[config.mk]
export PLATFORM = sky130hd
export DESIGN_NAME = load_store_unit
export DESIGN_NICKNAME = d
export VERILOG_FILES = /design/src/rtl/load_store_unit.sv
export SDC_FILE = /design/constraint.sdc
export NUM_CORES = 1
export LEC_CHECK = 0
export BUFFER_PORTS_ARGS = -buffer_cell sky130_fd_sc_hd__buf_2
export CAP_MARGIN = 20
export CORE_ASPECT_RATIO = 0.5
export CORE_MARGIN = 3
export CORE_UTILIZATION = 55
export DETAILED_ROUTE_END_ITERATION = 8
export PLACE_DENSITY = 0.82
export SLEW_MARGIN = 40
export SYNTH_ARGS = -nofsm -noshare
export SYNTH_HDL_FRONTEND = slang
export SYNTH_SLANG_ARGS = --single-unit
[constraint.sdc]
create_clock -name clk -period 3.2 [get_ports clk]
set_input_delay 0 -clock clk [delete_from_list [all_inputs] [get_ports clk]]
set_output_delay 0 -clock clk [all_outputs]
set_load 0.01 [all_outputs]
[src/rtl/load_store_unit.sv]
// RV32 load/store unit in front of a word-addressed data memory; sub-word stores use read-modify-write.
// Define LSU_MISALIGN_CHECK_EN to fault misaligned/illegal requests instead of force-aligning them.
module load_store_unit #(
    parameter int MEM_AW = 6
) (
    input  logic              clk,
    input  logic              rst_n,
    input  logic              req_valid,
    output logic              req_ready,
    input  logic              req_we,
    input  logic [2:0]        req_funct3,
    input  logic [MEM_AW+1:0] req_addr,
    input  logic [31:0]       req_wdata,
    output logic              resp_valid,
    output logic [31:0]       resp_rdata,
    output logic              resp_err,
    output logic              mem_read,
    output logic              mem_write,
    output logic [MEM_AW-1:0] mem_addr,
    output logic [31:0]       mem_wdata,
    input  logic [31:0]       mem_rdata
);

    typedef enum logic [2:0] {
        S_IDLE,
        S_ACCESS,
        S_RMW_RD,
        S_RMW_WR,
        S_RESP
    } state_t;

    state_t            state_q, state_d;
    logic              we_q, we_d;
    logic [2:0]        f3_q, f3_d;
    logic [MEM_AW+1:0] addr_q, addr_d;
    logic [31:0]       wdata_q, wdata_d;
    logic [31:0]       merge_q, merge_d;
    logic [31:0]       rdata_q, rdata_d;
    logic              err_q, err_d;

    logic        req_byte, req_half, req_err;
    logic        q_byte, q_half;
    logic [7:0]  lane_b;
    logic [15:0] lane_h;
    logic [31:0] load_val, merged;

    // Stores with funct3[2] set are not sub-word; they fall through to a word access.
    assign req_byte = (req_funct3[1:0] == 2'b00) && !(req_we && req_funct3[2]);
    assign req_half = (req_funct3[1:0] == 2'b01) && !(req_we && req_funct3[2]);
    assign q_byte   = (f3_q[1:0] == 2'b00) && !(we_q && f3_q[2]);
    assign q_half   = (f3_q[1:0] == 2'b01) && !(we_q && f3_q[2]);

`ifdef LSU_MISALIGN_CHECK_EN
    logic req_illegal, req_misalign;
    assign req_illegal  = (req_funct3[1:0] == 2'b11) || (req_funct3[2] && req_funct3[1])
                        || (req_we && req_funct3[2]);
    assign req_misalign = (req_half && req_addr[0])
                        || (!req_byte && !req_half && (req_addr[1:0] != 2'b00));
    assign req_err      = req_illegal || req_misalign;
`else
    assign req_err = 1'b0;
`endif

    assign req_ready  = (state_q == S_IDLE);
    assign resp_valid = (state_q == S_RESP);
    assign resp_rdata = rdata_q;
    assign resp_err   = err_q;

    always_comb begin
        lane_b = mem_rdata[{addr_q[1:0], 3'b000} +: 8];
        lane_h = mem_rdata[{addr_q[1], 4'b0000} +: 16];
        if (q_byte) begin
            load_val = f3_q[2] ? {24'h0, lane_b} : {{24{lane_b[7]}}, lane_b};
        end else if (q_half) begin
            load_val = f3_q[2] ? {16'h0, lane_h} : {{16{lane_h[15]}}, lane_h};
        end else begin
            load_val = mem_rdata;
        end
    end

    always_comb begin
        merged = merge_q;
        if (q_byte) begin
            merged[{addr_q[1:0], 3'b000} +: 8] = wdata_q[7:0];
        end else begin
            merged[{addr_q[1], 4'b0000} +: 16] = wdata_q[15:0];
        end
    end

    always_comb begin
        state_d   = state_q;
        we_d      = we_q;
        f3_d      = f3_q;
        addr_d    = addr_q;
        wdata_d   = wdata_q;
        merge_d   = merge_q;
        rdata_d   = rdata_q;
        err_d     = err_q;
        mem_read  = 1'b0;
        mem_write = 1'b0;
        mem_addr  = '0;
        mem_wdata = '0;
        case (state_q)
            S_IDLE: begin
                if (req_valid) begin
                    we_d    = req_we;
                    f3_d    = req_funct3;
                    addr_d  = req_addr;
                    wdata_d = req_wdata;
                    if (req_err) begin
                        err_d   = 1'b1;
                        state_d = S_RESP;
                    end else if (req_we && (req_byte || req_half)) begin
                        state_d = S_RMW_RD;
                    end else begin
                        state_d = S_ACCESS;
                    end
                end
            end
            S_ACCESS: begin
                mem_addr = addr_q[MEM_AW+1:2];
                if (we_q) begin
                    mem_write = 1'b1;
                    mem_wdata = wdata_q;
                end else begin
                    mem_read = 1'b1;
                    rdata_d  = load_val;
                end
                state_d = S_RESP;
            end
            S_RMW_RD: begin
                mem_addr = addr_q[MEM_AW+1:2];
                mem_read = 1'b1;
                merge_d  = mem_rdata;
                state_d  = S_RMW_WR;
            end
            S_RMW_WR: begin
                mem_addr  = addr_q[MEM_AW+1:2];
                mem_write = 1'b1;
                mem_wdata = merged;
                state_d   = S_RESP;
            end
            S_RESP: begin
                rdata_d = '0;
                err_d   = 1'b0;
                state_d = S_IDLE;
            end
            default: state_d = S_IDLE;
        endcase
    end

    always_ff @(posedge clk or negedge rst_n) begin
        if (!rst_n) begin
            state_q <= S_IDLE;
            we_q    <= 1'b0;
            f3_q    <= '0;
            addr_q  <= '0;
            wdata_q <= '0;
            merge_q <= '0;
            rdata_q <= '0;
            err_q   <= 1'b0;
        end else begin
            state_q <= state_d;
            we_q    <= we_d;
            f3_q    <= f3_d;
            addr_q  <= addr_d;
            wdata_q <= wdata_d;
            merge_q <= merge_d;
            rdata_q <= rdata_d;
            err_q   <= err_d;
        end
    end

endmodule
==> metrics.cfg, run 1 <==
[worst_setup_path]
worst_setup_path_start_kind = register
crit_arrival_ns = 3.02
worstSetupPathType = reg -> out
crit_path_end_kind = output port
critPathMaxFanout = 24
required_ns = 3.20
reg2reg_slack_ns = 0.87

[layout]
fin_util_pct = 76.0
syn2layout_area_growth_pct = 30.6
fillCellCount = 676
regArea_um2 = 2780
multiInputGateArea_um2 = 3030
diodes = 0
nets = 832
drive_gt1_share_pct = 36.8

[synthesis]
syn_nets = 625
synth_area_um2 = 6110
netlist_instances = 541
yosysSeqAreaShare_pct = 45.4
async_reset_ff_share_pct = 100
syn_avg_cell_area_um2 = 11.3
ys_ff_latch = 111
synth_cell_types = 54
synth_edf_count = 0
synth_top_flop_cell = dfrtp_1
yosys_warnings = 0

[clock_network]
clockBufferDepth = 2
clk_transition_reported_paths_ns = 0.07
root_buffer = clkbuf_16
cts_inserted_buffers = 9
htree_levels = 3
cts_sinks = 111
insertion_delay_ns = 0.35
cts_tree = built
post_cts_resized = 0

[timing]
slew_violations = 0
worstMarginPinSlew_ns = 0.804
rsz0062_at_grt = no
finalSetupViolations = 0
fin_hold_ws_ns = 0.0416
tns_ns = 0
finalHoldViolCount = 0
timing.fmax_mhz = 331
clock_skew_ns = 0.0110
period_minus_slack_ns = 3.02
max_slew_margin_pct = 45.9
post-route-period-util_pct = 94.5

[floorplanning]
die_h_um = 80.5
initial_core_util_pct = 58.2
die_w_um = 155
io_pins = 154
fp.coreArea_um2 = 10500
num_rows = 26
die-area_um2 = 12500

[routing]
drc = 0
vias = 5747
viasPerCell = 6.44
drtIter0Drc = 667
wl_per_cell_um = 21.9
drt_wl_total_mm = 19.5
ant_nets = 0
drtPass1Iterations = 8

[power_and_ir_drop]
power-per-cell-area_nw_per_um2 = 905
power_frac_seq_pct = 37.5
switching_share_pct = 42.2
share_comb_of_total_power_pct = 48.1
internal_power_uw = 4170
netSwitchingPower_uw = 3050
leakagePower_uw = 0.00361
ir_drop_uv = 475
p_total_uw = 7230
power.share.clock_pct = 14.4

[global_route]
grt_max_degree = 77
grt_use_total_pct = 31.9
grt.overflow.total = 0
antenna_found_initial = 0
grt_pass1_wl_mm = 30.9
grt_pass1_vias = 5679

[place]
gp_congestion = 0.891
post-dp-hpwl_mm = 12.9
buffer_ports.inserted = 152

[flow_run]
maxCapViolCount = 0

[hold_path]
hold_class = in -> reg

[outcome]
status = finished clean

[state kept, by name, summed over array words and instances (netlist names)]
| name | cells |
|---|---|
| addr_q | 8 |
| f3_q | 3 |
| merge_q | 32 |
| resp_rdata | 32 |
| state_q | 3 |
| wdata_q | 32 |
| we_q | 1 |
[layout make-up]
| class | count | area share [%] |
|---|---|---|
| Clock buffer | 11 | 2.92 |
| Clock inverter | 4 | 0.376 |
| Inverter | 21 | 0.988 |
| Multi-Input combinational cell | 360 | 38.0 |
| Sequential cell | 111 | 34.8 |
| Tap cell | 140 | 2.19 |
| Timing Repair Buffer | 245 | 20.7 |
[cell usage after synthesis (all sizes together) (10+ instances only)]
master   instances  area [um2]
a211oi          24         185
a21oi           49         249
a221o           14         140
a22o            30         263
a31oi           16         100
and2            10        62.6
buf             21         120
clkbuf          28         105
dfrtp          111        2780
inv             19        71.3
mux2            74         833
mux2i           17         174
o21ai           31         159
o2bb2ai         16         140
[metal layers]
layer | global-route usage [%] | vias up | wire [um]
li1 | - | 2495 | -
met1 | 43.9 | 2717 | 7870
met2 | 48.2 | 441 | 8600
met3 | 8.93 | 94 | 2290
met4 | 12.4 | 0 | 789
met5 | 0 | - | 0
[timing repair]
action	4_1_cts	5_1_grt
hold buffers	76	0
setup buffers	0	0
endpoints found under the hold margin	149	0
[cells by family after synthesis]
group / share of synthesized area [%]
and+or+nand+nor: 5.45
AOI/OAI and AO/OA: 23.6
adders and majority gates: 1.02
other: 0.0614
muxes: 19.4
buffers and inverters: 4.97
DFF: 45.4
[placed cells by master (no fill, tap or decap), types with 2 or more instances in the layout]
cell,synthesis,routed
buf_2,15,151
dfrtp_1,111,111
dlygate4sd3_1,0,76
mux2_2,74,74
a21oi_1,48,48
a22o_1,30,30
o21ai_0,29,29
a211oi_1,23,23
inv_1,19,19
buf_4,2,17
mux2i_1,16,16
a31oi_1,16,16
o2bb2ai_1,16,16
a221o_1,14,14
and2_1,10,9
clkbuf_16,0,9
o221ai_1,8,8
nand3_1,8,8
a22oi_1,8,8
mux4_2,8,8
nor2_1,6,6
nand2_1,6,6
nor3_1,5,5
ha_1,5,5
nand2b_1,3,3
clkinv_1,2,2
clkbuf_1,28,2
inv_6,0,2
[final timing paths]
kind                                       startpoint                          to  cells past startpoint
max                                  we_q$_DFFE_PN0P_               mem_wdata[18]                      6
min                                     mem_rdata[30]     merge_q[30]$_DFFE_PN0N_                      2
max reg2reg                          we_q$_DFFE_PN0P_  resp_rdata[12]$_DFFE_PN0P_                      4
min reg2reg                resp_rdata[12]$_DFFE_PN0P_  resp_rdata[12]$_DFFE_PN0P_                      1
max in group asynchronous                       rst_n  resp_rdata[13]$_DFFE_PN0P_                      3
min in group asynchronous                       rst_n  resp_rdata[27]$_DFFE_PN0P_                      2
[stage by stage]
stage | setup slack (ns) | cell area [um2] | instances
after global placement | 0.761 | 6950 | 801
after floorplan | 1.07 | 6110 | 541
after global routing | 0.0168 | 7980 | 892
after detailed placement | 0.654 | 6960 | 801
after CTS | 0.268 | 7980 | 892
final | 0.177 | 7980 | 892
[power groups by stage]
stage                     Clock (uW)  Sequential, uW  Combinational [uW]
after floorplan                    0            2460                2490
after global placement             0            2660                3220
after detailed placement           0            2680                3310
after CTS                       1060            2670                3400
after global routing            1110            2770                3750
final                           1040            2710                3470
[critical path, cell delays in order, from the launching register on]
cell and delay (ns):
dfrtp_1 0.67, a211oi_2 0.33, buf_4 0.34, mux2i_1 0.65, a22oi_1 0.18, o21ai_0 0.31
buf_2 0.20
(Power assumes the default switching activity.)
==> run 2, diff against run 1 <==
HOLD_SLACK_MARGIN = 0.06   (was unset)
==> metrics.cfg, run 2 (synthesis gave the netlist of run 1 again) <==
[outcome]
status = finished clean

[layout]
stdcell_count = 894
design_area_um2 = 8000
syn2layout_area_growth_pct = 30.9
drive_gt1_share_pct = 36.7
final_common_cell = buf_2
nets = 834
diodes = 0
layout_common_cells = buf_2, dfrtp_1, dlygate4sd3_1

[timing]
rsz0062_at_grt = no
clock_skew_ns = 0.0101
tns_ns = 0
finalHoldViolCount = 0
max_slew_margin_pct = 44.3
period_minus_slack_ns = 3.06
slew_violations = 0
finalSetupViolations = 0
post-route-period-util_pct = 95.5
timing.fmax_mhz = 327
worstMarginPinSlew_ns = 0.829
fin_hold_ws_ns = 0.218

[place]
post-dp-hpwl_mm = 12.9
dp_cells = 801
gp_congestion = 0.891
postPlaceCellArea_um2 = 6960
buffer_ports.inserted = 152

[worst_setup_path]
reg2reg_slack_ns = 0.84
cp.depth = 6
worst_setup_path_start_kind = register
r2r_cells = 5
endpoint = mem_wdata[18]
crit_path_end_kind = output port
required_ns = 3.20
crit_buf_inv = 2
worst_r2r_endpoint = resp_rdata[12]$_DFFE_PN0P_
cpMaxStageDelayCell = dfrtp_1
crit_arrival_ns = 3.06
crit_path_cell_trace = a211oi_2, buf_4, mux2i_1, a22oi_1, o21ai_0, buf_2
cp_top_family = compound AO/OA/AOI/OAI gates
cp-startpoint = we_q$_DFFE_PN0P_
cpPeakStageDelay_ns = 0.68
critPathMaxFanout = 24
worstSetupPathType = reg -> out
r2r_start = we_q$_DFFE_PN0P_

[routing]
drtPass1Iterations = 6
drt_wl_total_mm = 19.6
drtIter0Drc = 752
vias = 5707
viasPerCell = 6.38
ant_nets = 0
wl_per_cell_um = 21.9
drc = 0

[global_route]
grt_max_degree = 77
grt_pass1_wl_mm = 31.0
grt_pass1_vias = 5688
antenna_found_initial = 0
grt.overflow.total = 0
grt_use_total_pct = 32.0

[hold_path]
hold_class = in -> async

[clock_network]
cts.hold.buffers_added = 78
post_cts.repair.setup_buffers = 0
clk_transition_reported_paths_ns = 0.07
htree_levels = 3
clockBufferDepth = 2
post_cts_resized = 0
cts_inserted_buffers = 9
root_buffer = clkbuf_16
insertion_delay_ns = 0.36
cts_sinks = 111
cts_tree = built

[floorplanning]
initial_core_util_pct = 58.2
die_h_um = 80.5
die_w_um = 155
io_pins = 154
die-area_um2 = 12500
num_rows = 26
fp.coreArea_um2 = 10500

[power_and_ir_drop]
p_total_uw = 7230
leakagePower_uw = 0.00362
power-per-cell-area_nw_per_um2 = 904
ir_drop_uv = 479

[flow_run]
maxCapViolCount = 0

[run 2: changes by cell type in the layout (fill, tap and decap cells not counted), sizes merged]
| cell | change |
|---|---|
| dlygate4sd3 | +2 |
[run 2: routing by layer]
| layer | up-vias | GRT usage, % | share of wire (%) |
|---|---|---|---|
| li1 | 2500 | - | - |
| met1 | 2688 | 44.1 | 41 |
| met2 | 432 | 48.4 | 44 |
| met3 | 87 | 8.83 | 12 |
| met4 | 0 | 12.4 | 4.0 |
| met5 | - | 0 | 0 |
[run 2: power by group]
part           leakage (uW)  switching [uW]  internal, uW
Sequential          0.00136             673          2040
Clock              0.000126             516           530
Combinational       0.00213            1860          1610
Total               0.00362            3050          4180
[run 2: layout make-up]
cell class	count	area [um2]
sequential	111	2780
clock inverter	4	30.0
timing repair buffer	247	1680
fill	672	2510
tap	140	175
multi-input combinational	360	3030
clock buffer	11	233
inverter	21	78.8
[run 2: how the worst min path moves through the flow]
| stage | from | end | depth (start not counted) |
|---|---|---|---|
| 2_1_floorplan | rst_n | addr_q[0]$_DFFE_PN0P_ | 0 |
| 3_3_place_gp | rst_n | resp_rdata[27]$_DFFE_PN0P_ | 1 |
| 3_5_place_dp | rst_n | resp_rdata[27]$_DFFE_PN0P_ | 1 |
| 4_1_cts | rst_n | resp_rdata[27]$_DFFE_PN0P_ | 2 |
| 5_1_grt | rst_n | resp_rdata[27]$_DFFE_PN0P_ | 2 |
| 6_report | rst_n | resp_rdata[27]$_DFFE_PN0P_ | 2 |
[run 2: metrics by stage]
| stage | utilization (%) | setup WS, ns |
|---|---|---|
| floorplan | - | 1.07 |
| global placement | 66.2 | 0.761 |
| detailed placement | 66.2 | 0.654 |
| CTS | 76.1 | 0.268 |
| global route | 76.1 | 0.00619 |
| finish | 76.1 | 0.143 |
[run 2: worst reg2reg max path, delay by kind of cell (launching register included)]
family          cells  cell delay [ns]
flops               1             0.68
buf+inv             1             0.36
compound gates      4             1.19
==> run 3, diff against run 2 <==
GPL_TIMING_DRIVEN = 0   (was unset)
==> metrics.cfg, run 3 (synthesis gave the netlist of run 1 again) <==
[outcome]
status = finished clean

[place]
postPlaceCellArea_um2 = 7090
gp_congestion = 0.934
buffer_ports.inserted = 152
post-dp-hpwl_mm = 14.6

[clock_network]
post_cts.repair.setup_buffers = 0
clockBufferDepth = 2
cts_sinks = 111
htree_levels = 3
root_buffer = clkbuf_16
cts_tree = built
insertion_delay_ns = 0.36
clk_transition_reported_paths_ns = 0.07
cts_inserted_buffers = 9

[layout]
design_area_um2 = 8170
syn2layout_area_growth_pct = 33.7
fin_util_pct = 77.8
drive_gt1_share_pct = 35.4
fillCellCount = 673
nets = 867
final_common_cell = buf_2
layout_common_cells = buf_2, dfrtp_1, dlygate4sd3_1

[hold_path]
hold_class = in -> async

[routing]
vias = 5923
drtIter0Drc = 599
drtPass1Iterations = 8
drc = 0
ant_nets = 0
drt_wl_total_mm = 21.0
wl_per_cell_um = 22.6
viasPerCell = 6.38

[timing]
max_slew_margin_pct = 47.1
finalSetupViolations = 0
clock_skew_ns = 0.00807
timing.fmax_mhz = 334
slew_violations = 0
post-route-period-util_pct = 93.7
finalHoldViolCount = 0
rsz0062_at_grt = no
worstMarginPinSlew_ns = 0.792
period_minus_slack_ns = 3.00
tns_ns = 0

[floorplanning]
initial_core_util_pct = 58.2
die_h_um = 80.5
num_rows = 26
die-area_um2 = 12500
fp.coreArea_um2 = 10500
io_pins = 154
die_w_um = 155

[global_route]
grt_pass1_vias = 5849
grt_use_total_pct = 34.1
grt.overflow.total = 0
antenna_found_initial = 0
grt_pass1_wl_mm = 32.3
grt_max_degree = 64

[worst_setup_path]
crit_path_cell_trace = buf_4, inv_1, ha_1, nand4bb_1, mux2i_4, a22oi_1, a211oi_1, buf_2
cpMaxStageDelayCell = ha_1
crit_arrival_ns = 3.00
cp_top_family = buffers and inverters
critPathMaxFanout = 10
worstSetupPathType = reg -> out
crit_buf_inv = 3
worst_setup_path_start_kind = register
crit_path_end_kind = output port
required_ns = 3.20
cpPeakStageDelay_ns = 0.53

[power_and_ir_drop]
ir_drop_uv = 454
netSwitchingPower_uw = 3170
p_total_uw = 7430
leakagePower_uw = 0.00369
switching_share_pct = 42.7
internal_power_uw = 4260
share_comb_of_total_power_pct = 50.2
power_frac_seq_pct = 35.3
power.share.clock_pct = 14.5
power-per-cell-area_nw_per_um2 = 910

[flow_run]
maxCapViolCount = 0

[run 3: changes by cell type in the layout (fill, tap and decap cells not counted), sizes merged]
cell	delta
buf	+5
clkbuf	+30
clkinv	-1
diode	+1
[run 3: final timing paths]
path                                       startpoint                          to  slack, ns  depth (start not counted)
setup / recovery                addr_q[0]$_DFFE_PN0P_               mem_wdata[23]       0.20                          8
hold / removal                                  rst_n  resp_rdata[27]$_DFFE_PN0P_       0.11                          2
setup reg to reg               state_q[2]$_DFFE_PN0P_  resp_rdata[15]$_DFFE_PN0P_       1.05                          6
hold reg to reg            resp_rdata[10]$_DFFE_PN0P_  resp_rdata[10]$_DFFE_PN0P_       0.48                          1
max in group asynchronous                       rst_n      wdata_q[1]$_DFFE_PN0P_       2.46                          3
min in group clk                        req_wdata[25]     wdata_q[25]$_DFFE_PN0P_       0.40                          3
[run 3: power groups by stage]
stage          clock, uW  sequential (uW)  combinational (uW)
3_3_place_gp           0             2580                3450
4_1_cts             1080             2590                3620
6_report            1080             2620                3730
5_1_grt             1140             2690                4010
2_1_floorplan          0             2460                2490
3_5_place_dp           0             2610                3530
[run 3: layout make-up]
class                      instances  area [um2]  area share, %
multi-input combinational        360        3060           37.4
sequential                       111        2780           34.0
timing repair buffer             231        1580           19.3
clock buffer                      13         250           3.06
buffer                            49         225           2.76
tap                              140         175           2.14
inverter                          21        78.8          0.965
clock inverter                     3        25.0          0.306
antenna                            1        2.50         0.0306
[run 3: worst register-to-register path, cell delays in order (launching register included)]
cell	delay, ns
dfrtp_1	0.47
nand2b_1	0.20
clkbuf_1	0.25
nor3_1	0.36
clkbuf_1	0.40
o21ai_2	0.21
o2bb2ai_1	0.19
[run 3: per-stage QoR]
| step | worst slack (ns) | hold WS [ns] | instances |
|---|---|---|---|
| after floorplan | 1.07 | -0.296 | 541 |
| after global placement | 0.561 | 0.223 | 833 |
| after detailed placement | 0.615 | -0.0732 | 834 |
| after CTS | 0.207 | 0.140 | 928 |
| after global routing | 0.0254 | 0.163 | 928 |
| final | 0.203 | 0.113 | 929 |
[run 3: timing repair]
| item | in CTS | in global routing |
|---|---|---|
| resized for setup | 0 | 3 |
| endpoints found under the hold margin | 192 | 0 |
| endpoints found under the setup margin | 0 | 5 |
| hold buffers | 78 | 0 |
[run 3: routing by layer]
metal / wire length (um) / GRT usage, % / vias to the layer above / share of wire (%)
li1: - / - / 2570 / -
met1: 8530 / 46.0 / 2887 / 41
met2: 9390 / 52.7 / 401 / 45
met3: 2560 / 10.8 / 65 / 12
met4: 530 / 11.1 / 0 / 2.5
met5: 0 / 0 / - / 0
